===== src/rtl/load_store_unit.sv =====
// Load/store unit: byte/half/word accesses to a word-wide RAM with range and
// alignment checking; sub-word stores do a read-modify-write of the RAM word.
module load_store_unit #(
   parameter int               WIDTH    = 32,
   parameter logic [WIDTH-1:0] MEM_BASE = 32'h00001000,
   parameter logic [WIDTH-1:0] MEM_TOP  = 32'h00001FFF
) (
   input  logic             clk,
   input  logic             rst,
   input  logic             req_valid,
   output logic             req_ready,
   input  logic             req_we,
   input  logic [1:0]       req_size,
   input  logic             req_unsigned,
   input  logic [WIDTH-1:0] req_addr,
   input  logic [WIDTH-1:0] req_wdata,
   output logic             resp_valid,
   output logic             resp_err,
   output logic [WIDTH-1:0] resp_rdata,
   output logic             Data_WE,
   output logic [WIDTH-1:0] Data_addr,
   output logic [WIDTH-1:0] Data_WD,
   input  logic [WIDTH-1:0] Data_RD
);

   typedef enum logic [2:0] {IDLE, READ, WRITE, RESP, ERR} state_t;

   state_t           state, state_nxt;
   logic             accept;
   logic             we_r;
   logic [1:0]       size_r;
   logic             uns_r;
   logic [WIDTH-1:0] addr_r;
   logic [WIDTH-1:0] wdata_r;
   logic [WIDTH-1:0] word_r;

   // The last accessed byte is computed one bit wider so a request near the top
   // of the address space cannot wrap around into the valid window.
   function automatic logic access_err(input logic [1:0] size, input logic [WIDTH-1:0] addr);
      logic [WIDTH:0] last;
      logic           bad;
      bad  = 1'b0;
      last = {1'b0, addr};
      case (size)
         2'b00:   last = {1'b0, addr};
         2'b01:   begin bad = addr[0];   last = {1'b0, addr} + (WIDTH+1)'(1); end
         2'b10:   begin bad = |addr[1:0]; last = {1'b0, addr} + (WIDTH+1)'(3); end
         default: bad = 1'b1;
      endcase
      if (addr < MEM_BASE || last > {1'b0, MEM_TOP})
         bad = 1'b1;
      return bad;
   endfunction

   function automatic logic [WIDTH-1:0] load_extract(input logic [WIDTH-1:0] word,
                                                     input logic [1:0] lo,
                                                     input logic [1:0] size,
                                                     input logic uns);
      logic [WIDTH-1:0]   sh;
      logic signed [7:0]  b;
      logic signed [15:0] h;
      logic [WIDTH-1:0]   r;
      sh = word >> {lo, 3'b000};
      b  = sh[7:0];
      h  = sh[15:0];
      case (size)
         2'b00:   r = uns ? {{(WIDTH-8){1'b0}}, b}  : {{(WIDTH-8){b[7]}}, b};
         2'b01:   r = uns ? {{(WIDTH-16){1'b0}}, h} : {{(WIDTH-16){h[15]}}, h};
         default: r = word;
      endcase
      return r;
   endfunction

   function automatic logic [WIDTH-1:0] merge_store(input logic [WIDTH-1:0] word,
                                                    input logic [WIDTH-1:0] wdata,
                                                    input logic [1:0] lo,
                                                    input logic [1:0] size);
      logic [4:0]       sh;
      logic [WIDTH-1:0] mask;
      logic [WIDTH-1:0] ins;
      if (size == 2'b00) begin
         sh   = {lo, 3'b000};
         mask = WIDTH'(8'hFF) << sh;
         ins  = WIDTH'(wdata[7:0]) << sh;
      end else begin
         sh   = {lo[1], 4'b0000};
         mask = WIDTH'(16'hFFFF) << sh;
         ins  = WIDTH'(wdata[15:0]) << sh;
      end
      return (word & ~mask) | ins;
   endfunction

   assign accept = req_valid && (state == IDLE);

   always_ff @(posedge clk or posedge rst) begin
      if (rst)
         state <= IDLE;
      else
         state <= state_nxt;
   end

   // Request fields and the RAM snapshot are datapath only; outputs are gated by state.
   always_ff @(posedge clk) begin
      if (accept) begin
         we_r    <= req_we;
         size_r  <= req_size;
         uns_r   <= req_unsigned;
         addr_r  <= req_addr;
         wdata_r <= req_wdata;
      end
      if (state == READ)
         word_r <= Data_RD;
   end

   always_comb begin
      state_nxt = state;
      case (state)
         IDLE: begin
            if (req_valid) begin
               if (access_err(req_size, req_addr))
                  state_nxt = ERR;
               else if (req_we && req_size == 2'b10)
                  state_nxt = WRITE;
               else
                  state_nxt = READ;
            end
         end
         READ:    state_nxt = we_r ? WRITE : RESP;
         WRITE:   state_nxt = RESP;
         RESP:    state_nxt = IDLE;
         ERR:     state_nxt = IDLE;
         default: state_nxt = IDLE;
      endcase
   end

   always_comb begin
      req_ready  = (state == IDLE);
      resp_valid = (state == RESP) || (state == ERR);
      resp_err   = (state == ERR);
      resp_rdata = '0;
      Data_WE    = (state == WRITE);
      Data_addr  = '0;
      Data_WD    = '0;
      if (state == RESP && !we_r)
         resp_rdata = load_extract(word_r, addr_r[1:0], size_r, uns_r);
      if (state == READ || state == WRITE)
         Data_addr = {addr_r[WIDTH-1:2], 2'b00};
      if (state == WRITE)
         Data_WD = (size_r == 2'b10) ? wdata_r : merge_store(word_r, wdata_r, addr_r[1:0], size_r);
   end

endmodule


===== config.mk =====
export PLATFORM = sky130hd
export DESIGN_NAME = load_store_unit
export DESIGN_NICKNAME = d
export VERILOG_FILES = /design/src/rtl/load_store_unit.sv
export SDC_FILE = /design/constraint.sdc
export NUM_CORES = 1
export LEC_CHECK = 0
export CAP_MARGIN = 5
export CORE_MARGIN = 3
export CORE_UTILIZATION = 25
export CTS_CLUSTER_DIAMETER = 50
export CTS_CLUSTER_SIZE = 10
export DETAILED_ROUTE_END_ITERATION = 8
export SLEW_MARGIN = 20
export SYNTH_ARGS = -nofsm -noshare
export SYNTH_HDL_FRONTEND = slang
export SYNTH_SLANG_ARGS = --single-unit

===== constraint.sdc =====
create_clock -name clk -period 4.78 [get_ports clk]
set_clock_uncertainty 0.1 [all_clocks]
set_input_delay 0.956 -clock clk [delete_from_list [all_inputs] [get_ports clk]]
set_output_delay 0.956 -clock clk [all_outputs]
set_load 0.02 [all_outputs]

After elaboration in Yosys (flattened, before gate mapping) --
Index checks and enable logic that the tools add are counted.
Operators by class: $add $sub $neg 2, magnitude comparators 2, equality and inequality tests 9, shift operators 5, muxes and demuxes 23, bitwise logic cells 3, reduce and logical (&&, ||, !) cells 11
Operator list (count):
- $mux 32 | 10
- $mux 33 | 2
- $pmux 33 s2 | 1
- $pmux 32 s2 | 1
- $add 32x1->33 const B | 1
- $add 32x2->33 const B | 1
- $gt 33x13->1 const B | 1
- $and 32x32->32 | 1
- $lt 32x13->1 const B | 1
- $not 32->32 | 1
- $or 32x32->32 | 1
- $shl 16x5->32 | 1
- $shl 16x5->32 const A | 1
- $shl 8x5->32 | 1
- $shl 8x5->32 const A | 1
- $shr 32x5->16 | 1
- $pmux 3 s3 | 1
- $eq 3x2->1 const B | 2
- $mux 3 | 2
- $eq 2x1->1 const B | 2
- $eq 2x2->1 const B | 2
- $logic_not 2->1 | 2
- $mux 1 | 4
- $eq 3x1->1 const B | 1
- other kinds (9) | 13
Word-level totals: bits in registers 103, bits of input ports 103, logic and storage cells 62

Logic depth before layout (Yosys ltp) --
Gate-level depths: netlist of the first run.
depth after elaboration 12, depth in mapped cells 11

Worst setup path before layout of the first run --
OpenSTA, ideal clock, no wires.
kind register to output, start register state[0], end output Data_addr[10], data arrival time 2.944 ns, required time 3.724 ns, slack 0.780 ns, cell stages (with the launch flop) 6, path buffers 1, path through dfrtp_1 -> nor2b_1 -> nor2b_1 -> nor2_1 -> clkbuf_1 -> nor2b_1
Between the ends: word-level cells in the longest chain between the ends 3, elaborated cells on any way between the ends 4, those cells by class eq/ne (2); mux (1); reduce/logical (1)
RTL lines:
- start: declaration | line 28 | state_t state, state_nxt;
- start signal: assignment | line 99 | state <= state_nxt;
- $eq 3x1->1 / $eq 3x2->1 (equally long branches) | line 146 | if (state == READ || state == WRITE)
- $logic_or 1x1->1 (*) | line 146
- $mux 32 (*) | line 146
- end: declaration | line 21 | output logic [WIDTH-1:0] Data_addr,
Every way passes the cells marked *; elsewhere a longest branch is shown, timed or not.

Worst setup path after layout of the first run --
start register addr_r[0], end output resp_rdata[30]
Between the ends: word-level cells in the longest chain between the ends 4, elaborated cells on any way between the ends 5, those cells by class shift (1); mux (4)
RTL lines:
- start: declaration | line 33 | logic [WIDTH-1:0] addr_r;
- start signal: assignment | line 108 | addr_r <= req_addr;
- $shr 32x5->16 (*) | line 63 | sh = word >> {lo, 3'b000};
- $mux 32, on equally long branches | line 68, 67
- $pmux 32 s2 (*) | line 66 | case (size)
- $mux 32 (*) | line 144 | if (state == RESP && !we_r)
- end: declaration | line 19 | output logic [WIDTH-1:0] resp_rdata,
Marks and branches as above.

==> results of run 1 <==
[per-layer routing]
layer	up-vias	part of all wire [%]	global-route usage (%)
met4	2	1.0	3.15
met2	218	48	26.9
met1	2334	42	19.3
met5	-	0.10	0
met3	13	8.2	4.85
li1	2355	-	-
[worst reg2reg max path, cell delays in order (launching register included)]
cell	delay [ns]
dfrtp_1	0.46
nor3_1	0.50
and2_4	0.89
nand2_1	0.16
o31ai_2	0.26
[logic make-up after synthesis]
logic type	Yosys count	share of synthesized area, %
other cells	1	0.0669
simple gates	190	17.5
fa+ha+maj	5	1.12
mux	29	5.20
compound gates	130	16.0
xor+xnor	5	0.781
flops	103	54.9
buf+inv	64	4.48
[synth_stat cells, types with 3 or more instances]
master	instances
buf_2	3
a22oi_1	8
o21ai_1	4
nand2_1	26
and2_1	3
o21ai_0	19
inv_1	32
and3_1	5
nor2_1	72
buf_1	4
clkbuf_1	22
nor3_1	5
a221oi_1	26
nand3_1	8
ha_1	5
a211oi_1	12
nand2b_1	3
edfxtp_1	100
nor4_1	7
xnor2_1	3
mux2i_1	28
a311oi_1	3
or4_1	4
nor2b_1	36
dfrtp_1	3
a21oi_1	39
o221a_2	7
nand4_1	7
[where the power goes]
part           switching (mW)  leakage, nW  internal (mW)
registers              0.0298        0.975           1.05
clock network           0.329        0.129          0.354
logic                   0.194         1.79          0.165
[registers in the layout, indices dropped and copies added (netlist names)]
register / cells
addr_r: 32
size_r: 2
state: 3
uns_r: 1
wdata_r: 32
we_r: 1
word_r: 32
[area by class of cell]
type,instances,area share (%)
flip-flops and latches,103,37.6
clock buffers,11,2.84
well taps,280,4.28
repair buffers,210,25.3
multi-input cells,361,28.1
inverters,33,1.51
clock inverters,5,0.412
[through the flow]
stage               util (%)  total power [mW]
floorplan                  -              1.27
global placement        36.1              1.46
detailed placement      36.1              1.46
CTS                     37.3              2.16
global route            37.3              2.22
finish                  37.3              2.13
[how the worst min path moves through the flow]
stage	to	cells after the start
final	state[0]	3
after global routing	state[0]	3
after global placement	state[0]	3
after floorplan	state[0]	3
after detailed placement	state[0]	3
after CTS	state[0]	3
==> reports/metrics.cfg, run 1 <==
[routing]
drtAntennaViolNets = 0
drt_iter0_drc = 325
num_vias = 4922
wl_um = 19500
remaining_drc_errors = 0
wl_per_cell_um = 19.4
first_pass_iters = 5
vias_per_cell = 4.91

[finish]
syn_to_final_growth_pct = 46.1
postLayoutCellArea_um2 = 8190
nFillCells = 2217
final_common_cell = clkdlybuf4s50_1
nets = 826
seq_area_um2 = 3080
stdcell_count = 1003
drive_gt1_share_pct = 5.81
antenna_cells = 0
multi_input_comb_area_um2 = 2300
most-common-layout-cells = clkdlybuf4s50_1 (200), edfxtp_1 (100), nor2_1 (71)

[clock_network]
cts_buffers = 9
cts_hold_buf = 0
cts_post_setup_buffers_inserted = 0
tritoncts = yes
cts_resized = 0
htreeDepth = 3
clk_latency_ns = 0.34
clk_pin_slew_ns = 0.07
cts.sinks = 103
clockBufferDepth = 2
cts_root_buf = clkbuf_16

[setup_path]
crit_path_max_incr_delay_ns = 0.64
r2r_slack_ns = 2.32
critPathRequiredTime_ns = 3.72
cp-startpoint = addr_r[0]
crit_end = resp_rdata[30]
slowest_stage = clkdlybuf4s50_1
rr_worst_depth = 4
crit_family = buffers and inverters
endpoint_kind = output port
critical_path_arrival_ns = 3.23
worstSetupPathType = reg -> out
cp.depth = 10
r2r-start = state[1]
cp_max_fo = 15
cp.buffers_inverters = 3
start_kind = flip-flop
crit_chain = buf_4 -> nor2b_1 -> nand2_1 -> o21ai_0 -> nand2_1 -> a21oi_1 -> o21ai_1 -> buf_4 -> a21oi_1 -> clkdlybuf4s50_1
reg2reg_to = state[0]

[yosys]
synth_seq_cells = 103
synth_top_area_share_pct = 53.5
async_flop_share_pct = 2.91
synth_edf_count = 100
seq_area_frac_synth_pct = 54.9
synth.distinct_cells = 55
syn_avg_cell_area_um2 = 10.6
synth_area_um2 = 5610
synth_top_area_cell = edfxtp_1
synthTopCellsByArea = edfxtp_1 (54%), mux2i_1 (5.0%), nor2_1 (4.8%)
yosysWarningCount = 0
ys.flop_type = edfxtp_1
syn_inst = 527

[flow_run]
maxCapViolCount = 0

[hold_path]
min_path_type = reg -> reg
worstHoldStart = we_r

[placement]
dp_slack_ns = 0.675
dp_cells = 987
portBuffers = 200
hpwlAfterDp_um = 14700
post_dp_cell_area_um2 = 7920
place.gp.congestion = 0.848

[die]
initial_utilization_pct = 25.5
die_area_um2 = 24300
core_um2 = 22000
io_pins = 203
die_w_um = 156
die_h_um = 156
rows = 54

[sta]
fin_crit_sh_pct = 89.6
timing.hold.ws_ns = 0.516
worst_pin_slew_ns = 0.981
clock.fmax_mhz = 233
finalMaxSlewViolations = 0
final_hold_viol_count = 0
slew_headroom_pct = 34.6
setup_viol = 0
setup_tns_ns = 0
grt_setup_unrepaired = false
layout_setup_ws_ns = 0.495
period_needed_ns = 4.29

[global_route]
grt_antenna_before_repair = 1
grt_max_degree = 71
grt_pass1_wl_um = 28900
grt_overflow = 0
grt_pass1_vias = 4849
grtUsageTotal_pct = 15.6

[pwr]
peakVddDrop_mv = 0.147
powerDensity_nw_per_um2 = 259
p_leak_nw = 2.89

[status]
status = finished, final reports clean

(Power assumes the default switching activity.)
==> run 2: changes to the inputs <==
- SETUP_SLACK_MARGIN: unset -> 0.5
==> reports/metrics.cfg, run 2 (synthesis results as in run 1) <==
[setup_path]
endpoint_kind = output port
critical_path_arrival_ns = 3.02  ; -0.21 ns
cp_max_fo = 13  ; -2
rr_worst_depth = 4  ; unchanged
r2r-start = state[1]
worstSetupPathType = reg -> out
r2r_slack_ns = 2.32  ; about the same
reg2reg_to = state[0]
critPathRequiredTime_ns = 3.72  ; about the same
start_kind = flip-flop

[routing]
drtAntennaViolNets = 0  ; unchanged
wl_per_cell_um = 19.4  ; -0.28%
remaining_drc_errors = 0  ; unchanged
first_pass_iters = 5  ; unchanged
vias_per_cell = 4.98  ; +1.5%
num_vias = 5004  ; +1.7%
wl_um = 19500  ; about the same
drt_iter0_drc = 335  ; +3.1%

[global_route]
grt_pass1_wl_um = 28900  ; unchanged
grtUsageTotal_pct = 15.6  ; unchanged
grt_pass1_vias = 4849  ; unchanged
grt_overflow = 0  ; unchanged
grt_max_degree = 71  ; unchanged
grt_antenna_before_repair = 1  ; unchanged

[pwr]
p_leak_nw = 2.93  ; +1.2%
comb_power_share_pct = 17.1  ; +0.2 points
cell_internal_pwr_mw = 1.58  ; +0.16%
seq_power_share_pct = 50.9  ; about the same
peakVddDrop_mv = 0.147  ; +0.22%
powerDensity_nw_per_um2 = 259  ; -0.26%
power_switching_uw = 554  ; +0.24%
pwr-share-clk_pct = 32.1  ; about the same
swShare_pct = 26.0  ; about the same

[sta]
finalMaxSlewViolations = 0  ; unchanged
clock.fmax_mhz = 245  ; +5.1%
period_needed_ns = 4.08  ; -0.208 ns
slew_headroom_pct = 34.4  ; -0.19 points
worst_pin_slew_ns = 0.983  ; +0.00285 ns
setup_tns_ns = 0  ; unchanged
final_hold_viol_count = 0  ; unchanged
fin_crit_sh_pct = 85.3  ; -4.3 points
grt_setup_unrepaired = false
setup_viol = 0  ; unchanged

[finish]
antenna_cells = 0  ; unchanged
drive_gt1_share_pct = 6.34  ; +0.54 points
most-common-layout-cells = clkdlybuf4s50_1 (199), edfxtp_1 (100), nor2_1 (71)
syn_to_final_growth_pct = 46.8
final_common_cell = clkdlybuf4s50_1
nets = 828  ; +0.24%
stdcell_count = 1005  ; +0.20%
reg_top3 = addr_r: 32 flops, wdata_r: 32 flops, word_r: 32 flops
nFillCells = 2211  ; -0.27%

[hold_path]
min_path_type = reg -> reg
hold_depth = 3  ; unchanged
worstHoldStart = we_r
hold_end = state[0]

[clock_network]
tritoncts = yes
cts.sinks = 103  ; unchanged
cts_hold_buf = 0  ; unchanged
htreeDepth = 3  ; unchanged
clk_latency_ns = 0.34  ; about the same
clockBufferDepth = 2  ; unchanged
cts_root_buf = clkbuf_16
cts_buffers = 9  ; unchanged
clk_pin_slew_ns = 0.07  ; about the same

[placement]
portBuffers = 200  ; unchanged
hpwlAfterDp_um = 14700  ; unchanged
dp_cells = 987  ; unchanged
place.gp.congestion = 0.848  ; unchanged

[die]
core_um2 = 22000  ; unchanged
die_h_um = 156  ; unchanged
die_w_um = 156  ; unchanged
initial_utilization_pct = 25.5  ; unchanged
rows = 54  ; unchanged
die_area_um2 = 24300  ; unchanged
io_pins = 203  ; unchanged

[status]
status = finished, final reports clean

[flow_run]
maxCapViolCount = 0  ; unchanged

==> run 2: power by group through the flow <==
stage | sequential [mW] | combinational, mW | clock (mW)
floorplan | 1.09 | 0.181 | 0
finish | 1.08 | 0.363 | 0.683
CTS | 1.08 | 0.363 | 0.710
detailed placement | 1.10 | 0.361 | 0
global placement | 1.10 | 0.360 | 0
global route | 1.09 | 0.394 | 0.744
==> run 2: cell type report <==
type                            instances  area [um^2]  area share (%)
Tap cell                              280          350            4.26
Sequential cell                       103         3080            37.4
Clock buffer                           11          233            2.83
Timing Repair Buffer                  212         2090            25.4
Inverter                               33          124            1.51
Clock inverter                          5         33.8           0.410
Multi-Input combinational cell        361         2320            28.2
==> run 2: worst max-delay path: stages (launching register included) <==
cell and delay [ns]:
edfxtp_1 0.62, nor3_1 0.87, a22oi_1 0.19, nor2_1 0.15, a221oi_1 0.07, nor2_1 0.15
clkdlybuf4s50_1 0.63
==> run 2: how the worst max path moves through the flow <==
| stage | from | to | slack [ns] | cells past startpoint |
|---|---|---|---|---|
| 2_1_floorplan | state[0] | Data_addr[10] | 0.78 | 5 |
| 6_report | size_r[0] | Data_WD[13] | 0.70 | 6 |
| 5_1_grt | size_r[0] | Data_WD[15] | 0.51 | 6 |
| 3_3_place_gp | req_size[0] | state[2] | 0.73 | 10 |
| 3_5_place_dp | req_size[0] | state[2] | 0.67 | 10 |
| 4_1_cts | size_r[0] | Data_WD[7] | 0.54 | 6 |
==> run 2: per-layer routing <==
| layer | vias to the layer above | part of all wire [%] | global-route usage, % |
|---|---|---|---|
| li1 | 2358 | - | - |
| met1 | 2394 | 42 | 19.3 |
| met2 | 237 | 49 | 26.9 |
| met3 | 13 | 8.5 | 4.85 |
| met4 | 2 | 1.0 | 3.15 |
| met5 | - | 0.10 | 0 |
==> run 2: through the flow <==
stage          power [mW]  utilization, %  setup WS [ns]  hold slack, ns  cell area, um^2
2_1_floorplan        1.27               -          0.780           0.466             5610
3_3_place_gp         1.46            36.1          0.731           0.504             7920
3_5_place_dp         1.46            36.1          0.675           0.505             7920
4_1_cts              2.16            37.3          0.538           0.520             8190
5_1_grt              2.23            37.5          0.508           0.569             8230
6_report             2.13            37.5          0.703           0.516             8230
==> run 2: repair_timing <==
item                       in CTS  in global routing
buffers inserted                0                  2
gates resized for setup         1                  4
setup endpoints to repair       2                 18
==> run 3: changes to the inputs <==
- SETUP_SLACK_MARGIN: 0.5 -> 0.2
==> reports/metrics.cfg, run 3 (synthesis results as in run 1) <==
[sta]
worst_pin_slew_ns = 0.981  ; -0.00245 ns
slew_headroom_pct = 34.6  ; +0.16 points
period_needed_ns = 4.21  ; +0.137 ns
setup_viol = 0  ; unchanged
final_hold_viol_count = 0  ; unchanged
finalMaxSlewViolations = 0  ; unchanged
grt_setup_unrepaired = false
fin_crit_sh_pct = 88.2  ; +2.9 points
setup_tns_ns = 0  ; unchanged
clock.fmax_mhz = 237  ; -3.2%

[global_route]
grtUsageTotal_pct = 15.6  ; unchanged
grt_pass1_vias = 4849  ; unchanged
grt_overflow = 0  ; unchanged
grt_pass1_wl_um = 28900  ; unchanged
grt_max_degree = 71  ; unchanged
grt_antenna_before_repair = 1  ; unchanged

[finish]
nets = 826  ; -0.24%
stdcell_count = 1003  ; -0.20%
most-common-layout-cells = clkdlybuf4s50_1 (200), edfxtp_1 (100), nor2_1 (71)
postLayoutCellArea_um2 = 8200  ; -0.41%
reg_top3 = addr_r: 32 flops, wdata_r: 32 flops, word_r: 32 flops
antenna_cells = 0  ; unchanged
syn_to_final_growth_pct = 46.2
final_common_cell = clkdlybuf4s50_1
drive_gt1_share_pct = 5.95  ; -0.40 points
nFillCells = 2215  ; +0.18%

[routing]
routed.top_layer = met5
num_vias = 4942  ; -1.2%
drtAntennaViolNets = 0  ; unchanged
wl_met1_um = 8220  ; +1.1%
wl_um = 19500  ; about the same
wl_met2_um = 9480  ; +0.16%
vias_per_cell = 4.93  ; -1.0%
drt_iter0_drc = 332  ; -0.90%
first_pass_iters = 6  ; +1
remaining_drc_errors = 0  ; unchanged
wl_per_cell_um = 19.4  ; +0.29%
wl_met3_um = 1570  ; -5.1%

[setup_path]
cp_max_fo = 18  ; +5
endpoint_kind = output port
worstSetupPathType = reg -> out
reg2reg_to = state[0]
r2r-start = state[1]
r2r_slack_ns = 2.32  ; about the same
critical_path_arrival_ns = 3.16  ; +0.14 ns
critPathRequiredTime_ns = 3.72  ; about the same
start_kind = flip-flop
rr_worst_depth = 4  ; unchanged

[placement]
post_dp_cell_area_um2 = 7920  ; unchanged
hpwlAfterDp_um = 14700  ; unchanged
place.gp.congestion = 0.848  ; unchanged
dp_cells = 987  ; unchanged
portBuffers = 200  ; unchanged

[clock_network]
tritoncts = yes
clk_latency_ns = 0.34  ; about the same
clk_pin_slew_ns = 0.07  ; about the same
cts_post_setup_buffers_inserted = 0  ; unchanged
htreeDepth = 3  ; unchanged
cts_root_buf = clkbuf_16
cts_buffers = 9  ; unchanged
clockBufferDepth = 2  ; unchanged
cts.sinks = 103  ; unchanged

[die]
io_pins = 203  ; unchanged
rows = 54  ; unchanged
initial_utilization_pct = 25.5  ; unchanged
die_area_um2 = 24300  ; unchanged
die_h_um = 156  ; unchanged
core_um2 = 22000  ; unchanged
die_w_um = 156  ; unchanged

[hold_path]
hold_depth = 3  ; unchanged
hold_end = state[0]
worstHoldStart = we_r
min_path_type = reg -> reg

[pwr]
power_mw = 2.13  ; -0.15%
powerDensity_nw_per_um2 = 259  ; +0.26%
peakVddDrop_mv = 0.147  ; -0.31%
p_leak_nw = 2.89  ; -1.2%

[status]
status = finished, final reports clean

[flow_run]
maxCapViolCount = 0  ; unchanged

==> run 3: cell types whose count changed in the layout (fill, tap and decap cells not counted) <==
| cell | change |
|---|---|
| a21oi_1 | +1 |
| a21oi_4 | -1 |
| buf_4 | -2 |
| clkdlybuf4s50_1 | +1 |
| dlymetal6s2s_1 | -1 |
| nor2b_2 | +1 |
| nor2b_4 | -1 |
==> run 3: metal layers <==
metal / vias to the layer above / GRT usage (%)
li1: 2357 / -
met1: 2353 / 19.3
met2: 217 / 26.9
met3: 13 / 4.85
met4: 2 / 3.15
met5: - / 0
==> run 3: area by class of cell <==
class | count | area, um^2 | area share (%)
inverters | 33 | 124 | 1.51
well taps | 280 | 350 | 4.27
clock inverters | 5 | 33.8 | 0.412
multi-input cells | 361 | 2300 | 28.1
repair buffers | 210 | 2080 | 25.3
flip-flops and latches | 103 | 3080 | 37.6
clock buffers | 11 | 233 | 2.84
==> run 3: critical path: stages (launching register included) <==
cell	delay (ns)
edfxtp_1	0.32
buf_4	0.25
mux2i_1	0.26
a21oi_1	0.11
a21oi_1	0.52
a21oi_1	0.16
o21ai_1	0.23
buf_4	0.28
a21oi_1	0.08
clkdlybuf4s50_1	0.58
==> run 3: per-stage QoR <==
step	utilization, %	setup slack [ns]	hold WS (ns)
final	37.3	0.566	0.516
after global routing	37.3	0.255	0.569
after CTS	37.3	0.468	0.520
after detailed placement	36.1	0.675	0.505
after global placement	36.1	0.731	0.504
after floorplan	-	0.780	0.466
==> run 3: worst max path at each step <==
stage                     slack [ns]              to        start
after floorplan                 0.78   Data_addr[10]     state[0]
after global placement          0.73        state[2]  req_size[0]
after detailed placement        0.67        state[2]  req_size[0]
after CTS                       0.47  resp_rdata[27]    addr_r[0]
after global routing            0.26  resp_rdata[27]    addr_r[1]
final                           0.57  resp_rdata[26]    addr_r[1]
==> run 3: power by group <==
group          switching [mW]  internal [mW]
clock                   0.329          0.354
sequential             0.0298           1.05
combinational           0.194          0.165
total                   0.553           1.57
==> run 3: what timing repair did <==
action / CTS / global route
setup endpoints to repair: 0 / 2
hold buffers: 0 / 0
resized for setup: 0 / 1
